## src/rtl/lc3_reg_file_if.sv

```systemverilog
// Register-file port bundle for the LC3 datapath: two read ports, one write port, NZP flags.
// The master (datapath control) drives selects and write strobes; the slave (register file) returns data and flags.
interface lc3_reg_file_if #(
  parameter int NUM_REGS = 8,
  parameter int DATA_W   = 16,
  parameter int SEL_W    = (NUM_REGS > 1) ? $clog2(NUM_REGS) : 1
);
  // ld_reg/ld_cc are single-cycle strobes sampled on the rising edge; there is
  // no valid/ready pair because the register file accepts every request
  // (it never stalls) and reads are combinational with no request phase.
  logic [SEL_W-1:0]  sr1_sel;
  logic [SEL_W-1:0]  sr2_sel;
  logic [DATA_W-1:0] sr1_out;
  logic [DATA_W-1:0] sr2_out;
  logic [SEL_W-1:0]  dr_sel;
  logic [DATA_W-1:0] wr_data;
  logic              ld_reg;
  logic              ld_cc;
  logic              n;
  logic              z;
  logic              p;

  modport master (
    output sr1_sel, sr2_sel, dr_sel, wr_data, ld_reg, ld_cc,
    input  sr1_out, sr2_out, n, z, p
  );

  modport slave (
    input  sr1_sel, sr2_sel, dr_sel, wr_data, ld_reg, ld_cc,
    output sr1_out, sr2_out, n, z, p
  );
endinterface

```

## src/rtl/lc3_reg_file.sv

```systemverilog
// LC3 general-purpose register file with NZP condition codes; combinational reads, registered writes.
// Define REGFILE_BYPASS_EN to forward wr_data onto a read port that selects the register being written.
module lc3_reg_file #(
  parameter int NUM_REGS = 8,
  parameter int DATA_W   = 16
) (
  input  logic             clk,
  input  logic             rst,
  lc3_reg_file_if.slave    rf
);
  localparam int SEL_W = (NUM_REGS > 1) ? $clog2(NUM_REGS) : 1;

  logic [DATA_W-1:0] regs [NUM_REGS];
  logic [DATA_W-1:0] sr1_q;
  logic [DATA_W-1:0] sr2_q;
  logic              sr1_fwd;
  logic              sr2_fwd;
  logic [2:0]        nzp_q;
  logic              n_next;
  logic              z_next;
  logic              p_next;

  // Writes to an index with no backing register match no entry and are dropped.
  always_ff @(posedge clk or posedge rst) begin
    if (rst) begin
      for (int i = 0; i < NUM_REGS; i++) begin
        regs[i] <= '0;
      end
    end else if (rf.ld_reg) begin
      for (int i = 0; i < NUM_REGS; i++) begin
        if (rf.dr_sel == SEL_W'(i)) begin
          regs[i] <= rf.wr_data;
        end
      end
    end
  end

  // Read muxes default to zero so out-of-range selects read back as 0.
  always_comb begin
    sr1_q = '0;
    sr2_q = '0;
    for (int i = 0; i < NUM_REGS; i++) begin
      if (rf.sr1_sel == SEL_W'(i)) sr1_q = regs[i];
      if (rf.sr2_sel == SEL_W'(i)) sr2_q = regs[i];
    end
  end

`ifdef REGFILE_BYPASS_EN
  logic dr_in_range;

  always_comb begin
    dr_in_range = 1'b0;
    for (int i = 0; i < NUM_REGS; i++) begin
      if (rf.dr_sel == SEL_W'(i)) dr_in_range = 1'b1;
    end
  end

  assign sr1_fwd = !rst && rf.ld_reg && dr_in_range && (rf.dr_sel == rf.sr1_sel);
  assign sr2_fwd = !rst && rf.ld_reg && dr_in_range && (rf.dr_sel == rf.sr2_sel);
`else
  assign sr1_fwd = 1'b0;
  assign sr2_fwd = 1'b0;
`endif

  assign rf.sr1_out = sr1_fwd ? rf.wr_data : sr1_q;
  assign rf.sr2_out = sr2_fwd ? rf.wr_data : sr2_q;

  // Flags are derived from the raw bus value, independent of whether it lands in a register.
  assign n_next = rf.wr_data[DATA_W-1];
  assign z_next = (rf.wr_data == '0);
  assign p_next = !n_next && !z_next;

  always_ff @(posedge clk or posedge rst) begin
    if (rst) begin
      nzp_q <= 3'b010;
    end else if (rf.ld_cc) begin
      nzp_q <= {n_next, z_next, p_next};
    end
  end

  assign rf.n = nzp_q[2];
  assign rf.z = nzp_q[1];
  assign rf.p = nzp_q[0];
endmodule

```

## src/flat_wrapper.sv

```systemverilog
// flat-port wrapper written by rule: the top's interface ports become plain ports
module lc3_reg_file_flat 
#(
  parameter int NUM_REGS = 8,
  parameter int DATA_W   = 16
)
  (clk, rst, rf_sr1_sel, rf_sr2_sel, rf_dr_sel, rf_wr_data, rf_ld_reg, rf_ld_cc, rf_sr1_out, rf_sr2_out, rf_n, rf_z, rf_p);
  lc3_reg_file_if #(.NUM_REGS(NUM_REGS), .DATA_W(DATA_W)) rf_i ();
  input  logic clk;
  input  logic rst;
  input wire logic [$bits(rf_i.sr1_sel)-1:0] rf_sr1_sel;
  input wire logic [$bits(rf_i.sr2_sel)-1:0] rf_sr2_sel;
  input wire logic [$bits(rf_i.dr_sel)-1:0] rf_dr_sel;
  input wire logic [$bits(rf_i.wr_data)-1:0] rf_wr_data;
  input wire logic [$bits(rf_i.ld_reg)-1:0] rf_ld_reg;
  input wire logic [$bits(rf_i.ld_cc)-1:0] rf_ld_cc;
  output wire logic [$bits(rf_i.sr1_out)-1:0] rf_sr1_out;
  output wire logic [$bits(rf_i.sr2_out)-1:0] rf_sr2_out;
  output wire logic [$bits(rf_i.n)-1:0] rf_n;
  output wire logic [$bits(rf_i.z)-1:0] rf_z;
  output wire logic [$bits(rf_i.p)-1:0] rf_p;
  assign rf_i.sr1_sel = rf_sr1_sel;
  assign rf_i.sr2_sel = rf_sr2_sel;
  assign rf_i.dr_sel = rf_dr_sel;
  assign rf_i.wr_data = rf_wr_data;
  assign rf_i.ld_reg = rf_ld_reg;
  assign rf_i.ld_cc = rf_ld_cc;
  assign rf_sr1_out = rf_i.sr1_out;
  assign rf_sr2_out = rf_i.sr2_out;
  assign rf_n = rf_i.n;
  assign rf_z = rf_i.z;
  assign rf_p = rf_i.p;
  lc3_reg_file #(.NUM_REGS(NUM_REGS), .DATA_W(DATA_W)) u_core (.clk(clk), .rst(rst), .rf(rf_i));
endmodule
```

## config.mk

```make
export PLATFORM = sky130hd
export DESIGN_NAME = lc3_reg_file_flat
export DESIGN_NICKNAME = d
export VERILOG_FILES = /design/src/rtl/lc3_reg_file_if.sv /design/src/rtl/lc3_reg_file.sv /design/src/flat_wrapper.sv
export SDC_FILE = /design/constraint.sdc
export NUM_CORES = 1
export LEC_CHECK = 0
export BUFFER_PORTS_ARGS = -buffer_cell sky130_fd_sc_hd__buf_4
export CORE_AREA = 2 2 94 187
export CTS_CLUSTER_DIAMETER = 120
export DETAILED_ROUTE_END_ITERATION = 10
export DIE_AREA = 0 0 96 189
export GPL_TIMING_DRIVEN = 0
export PLACE_DENSITY_LB_ADDON = 0.08
export SETUP_SLACK_MARGIN = 0.05
export SYNTH_ARGS = -nofsm -noshare
export SYNTH_HDL_FRONTEND = slang
export SYNTH_SLANG_ARGS = --single-unit
```

## constraint.sdc

```tcl
create_clock -name clk -period 7.9 [get_ports clk]
set_clock_uncertainty 0.05 [all_clocks]
set_input_delay 0.79 -clock clk [delete_from_list [all_inputs] [get_ports clk]]
set_output_delay 0.79 -clock clk [all_outputs]
set_load 0.05 [all_outputs]
```

==> results_dict.tcl <==
set metrics [dict create \
    post-dp-hpwl_um 15560 \
    synth_edf_count 0 \
    syn_nets 577 \
    period_share_pct 45.49 \
    drt_iter0_drc 348 \
    crit_required_ps 7060 \
    synthCells 548 \
    synth.distinct_cells 42 \
    yosys_warnings 0 \
    synth_flop_cell "dfrtp_1" \
    htree_levels 4 \
    numPortBuffers 55 \
    drcViolationCount 0 \
    wl_per_cell_um 26.73 \
    max_stage_delay_ps 590 \
    fp.dieH_um 189 \
    fmax_mhz 278.3 \
    powerDensity_mw_per_mm2 280.7 \
    p_leak_nw 3.756 \
    fin_tns_setup_ps 0 \
    synth_top_family_by_area "multiplexers" \
    nFillCells 1483 \
    grt_pass1_wl_um 34130 \
    cts_sinks 131 \
    slew_headroom_pct 47.23 \
    crit_start "rf_sr1_sel[1]" \
    setup_viol 0 \
    first_pass_iters 5 \
    slowest_stage "clkbuf_1" \
    syn_avg_cell_area_um2 13.55 \
    insertedDiodeCount 0 \
    synth-simple-area-share_pct 4.517 \
    dp.cells 811 \
    hold_viol_final 0 \
    die-width_um 96 \
    rsz0062_at_grt "false" \
    crit_buf_inv 4 \
    track_usage_pct 26.21 \
    fin_cells 843 \
    ys_seq_elements 131 \
    synth_fa_ha_area_share_pct 0 \
    synthMuxAreaShare_pct 38.09 \
    root_buffer "clkbuf_16" \
    cp.arrival_ps 2750 \
    tritoncts "yes" \
    cts_setup_buffers 0 \
    slew_violations 0 \
    synth_xor_area_share_pct 0 \
    finalNetCount 652 \
    synth-compound-area-share_pct 9.169 \
    drv_cap 0 \
    max_slew.worst_pin.slew_ps 791.5 \
    die_area_mm2 0.01814 \
    place_area_mm2 0.008128 \
    hold_buffers 0 \
    coreArea_mm2 0.01668 \
    gr-total-overflow 0 \
    critPathCaptureType "primary output" \
    syn-cell-area_mm2 0.007423 \
    clockBufferDepth 2 \
    via_per_inst 6.280 \
    clk-insertion-delay-late_ps 420 \
    syn_to_final_growth_pct 17.93 \
    seqCellArea_mm2 0.003279 \
    cp-start-kind "primary input" \
    critPathMaxFanout 10 \
    crit_chain "buf_4, buf_2, nor2b_1, clkbuf_1, a21oi_1, o21ai_0, buf_4" \
    layout-drive-gt1-share_pct 46.86 \
    grt_max_degree 84 \
    status "finished, final reports clean" \
    worst_slack_ps 4306 \
    critPathKind "primary input to primary output" \
    ir_drop_mv 0.1578 \
    cts-resized-gates 0 \
    crit_family "buffers and inverters" \
    drtAntennaViolNets 0 \
    hp-class "primary input to async pin" \
    start_util_pct 44.50 \
    numCtsBuffers 17 \
    synth-seq-area-share_pct 44.18 \
    grt_pass1_vias 5662 \
    gp_congestion 0.8627 \
    multi_input_area_mm2 0.003844 \
    reg2reg_from "u_core.regs[87]" \
    totalWireLength_um 22530 \
    final_area_mm2 0.008755 \
    num_vias 5294 \
    std_cell_rows 67 \
    grt_antenna_before_repair 0 \
    io_pins 64 \
    pre_cts_slack_ps 4368 \
    async_reset_ff_share_pct 100.0 \
    clk_pin_slew_ps 60 \
    crit_path_frequent_cell "buf_4" \
    finalPower_w 0.002457 \
    period_needed_ps 3594 \
]
layout make-up:
type	instances	share of cell area [%]
multi-input cells	371	43.90
flip-flops and latches	131	37.46
clock buffers	19	5.059
repair buffers	56	5.031
plain buffers	44	3.344
well taps	207	2.958
clock inverters	13	2.101
inverters	2	0.1429
through the flow:
| step | hold slack (ps) | utilization [%] |
|---|---|---|
| global placement | 444.8 | 48.53 |
| CTS | 359.7 | 52.48 |
| floorplan | 426.0 | - |
| finish | 355.3 | 52.48 |
| global route | 380.6 | 52.48 |
| detailed placement | 446.0 | 48.72 |
cell usage in the layout, fill, tap and decap left out, types with 2 or more instances in the layout:
cell,n
a211o_1,8
a21boi_0,5
a21oi_1,17
a22oi_1,16
a2bb2oi_1,6
a41oi_1,5
buf_1,2
buf_2,13
buf_4,62
buf_6,9
bufinv_16,4
clkbuf_1,12
clkbuf_16,17
clkinv_2,3
clkinv_4,3
clkinvlp_4,3
dfrtp_1,130
mux2_2,157
mux2i_1,25
mux4_1,20
mux4_2,11
nand2_1,13
nand4b_2,3
nor2_1,20
nor2b_1,4
nor3_4,2
nor3b_4,2
nor4_1,4
o211ai_1,8
o21ai_0,29
o21bai_1,5
per-layer routing:
metal / routed length (µm) / GRT usage (%) / vias to the layer above
met2: 12090 / 45.03 / 220
met5: 0 / 0 / -
met4: 1020 / 14.29 / 0
met1: 8415 / 29.96 / 2746
li1: - / - / 2265
met3: 1006 / 4.656 / 63
kinds of logic after synthesis:
family	Yosys count
mux	215
flops	131
compound gates	103
simple gates	53
buf+inv	46
cell usage after synthesis, drive strengths merged, types with 2 or more instances:
| cell | instances | area [µm²] |
|---|---|---|
| mux4 | 32 | 798.3 |
| a21boi | 5 | 37.54 |
| nand4b | 3 | 45.04 |
| a22oi | 16 | 120.1 |
| nor3 | 2 | 32.53 |
| a2bb2oi | 6 | 52.55 |
| o21bai | 5 | 37.54 |
| nor2 | 20 | 75.07 |
| dfrtp | 130 | 3253 |
| a211o | 8 | 70.07 |
| nor3b | 2 | 37.54 |
| mux2 | 158 | 1779 |
| nand2 | 13 | 48.80 |
| o21ai | 30 | 150.1 |
| nand2b | 2 | 20.02 |
| a21oi | 17 | 85.08 |
| o211ai | 8 | 60.06 |
| buf | 32 | 246.5 |
| mux2i | 25 | 250.2 |
| nor2b | 4 | 25.02 |
| clkbuf | 12 | 46.29 |
| nor4 | 4 | 25.02 |
| a41oi | 5 | 43.79 |
registers in the layout, summed over array words and instances (netlist names):
name and cells:
u_core.nzp_q 3, u_core.regs 128
worst paths after layout:
path                                   end  slack [ps]  cells past startpoint
max                          rf_sr1_out[1]        4310                      7
min                        u_core.regs[10]         360                      2
max reg2reg                u_core.regs[87]        7010                      1
min reg2reg                u_core.nzp_q[2]         460                      1
max in group asynchronous  u_core.nzp_q[1]        6630                      3
min in group clk           u_core.nzp_q[2]         460                      1
power breakdown:
part           total, W  internal, W  switching (W)
combinational  0.000680     0.000323       0.000356
sequential     0.000940     0.000818       0.000122
clock          0.000838     0.000535       0.000302
Note: power is estimated with default switching activity, not from simulation.
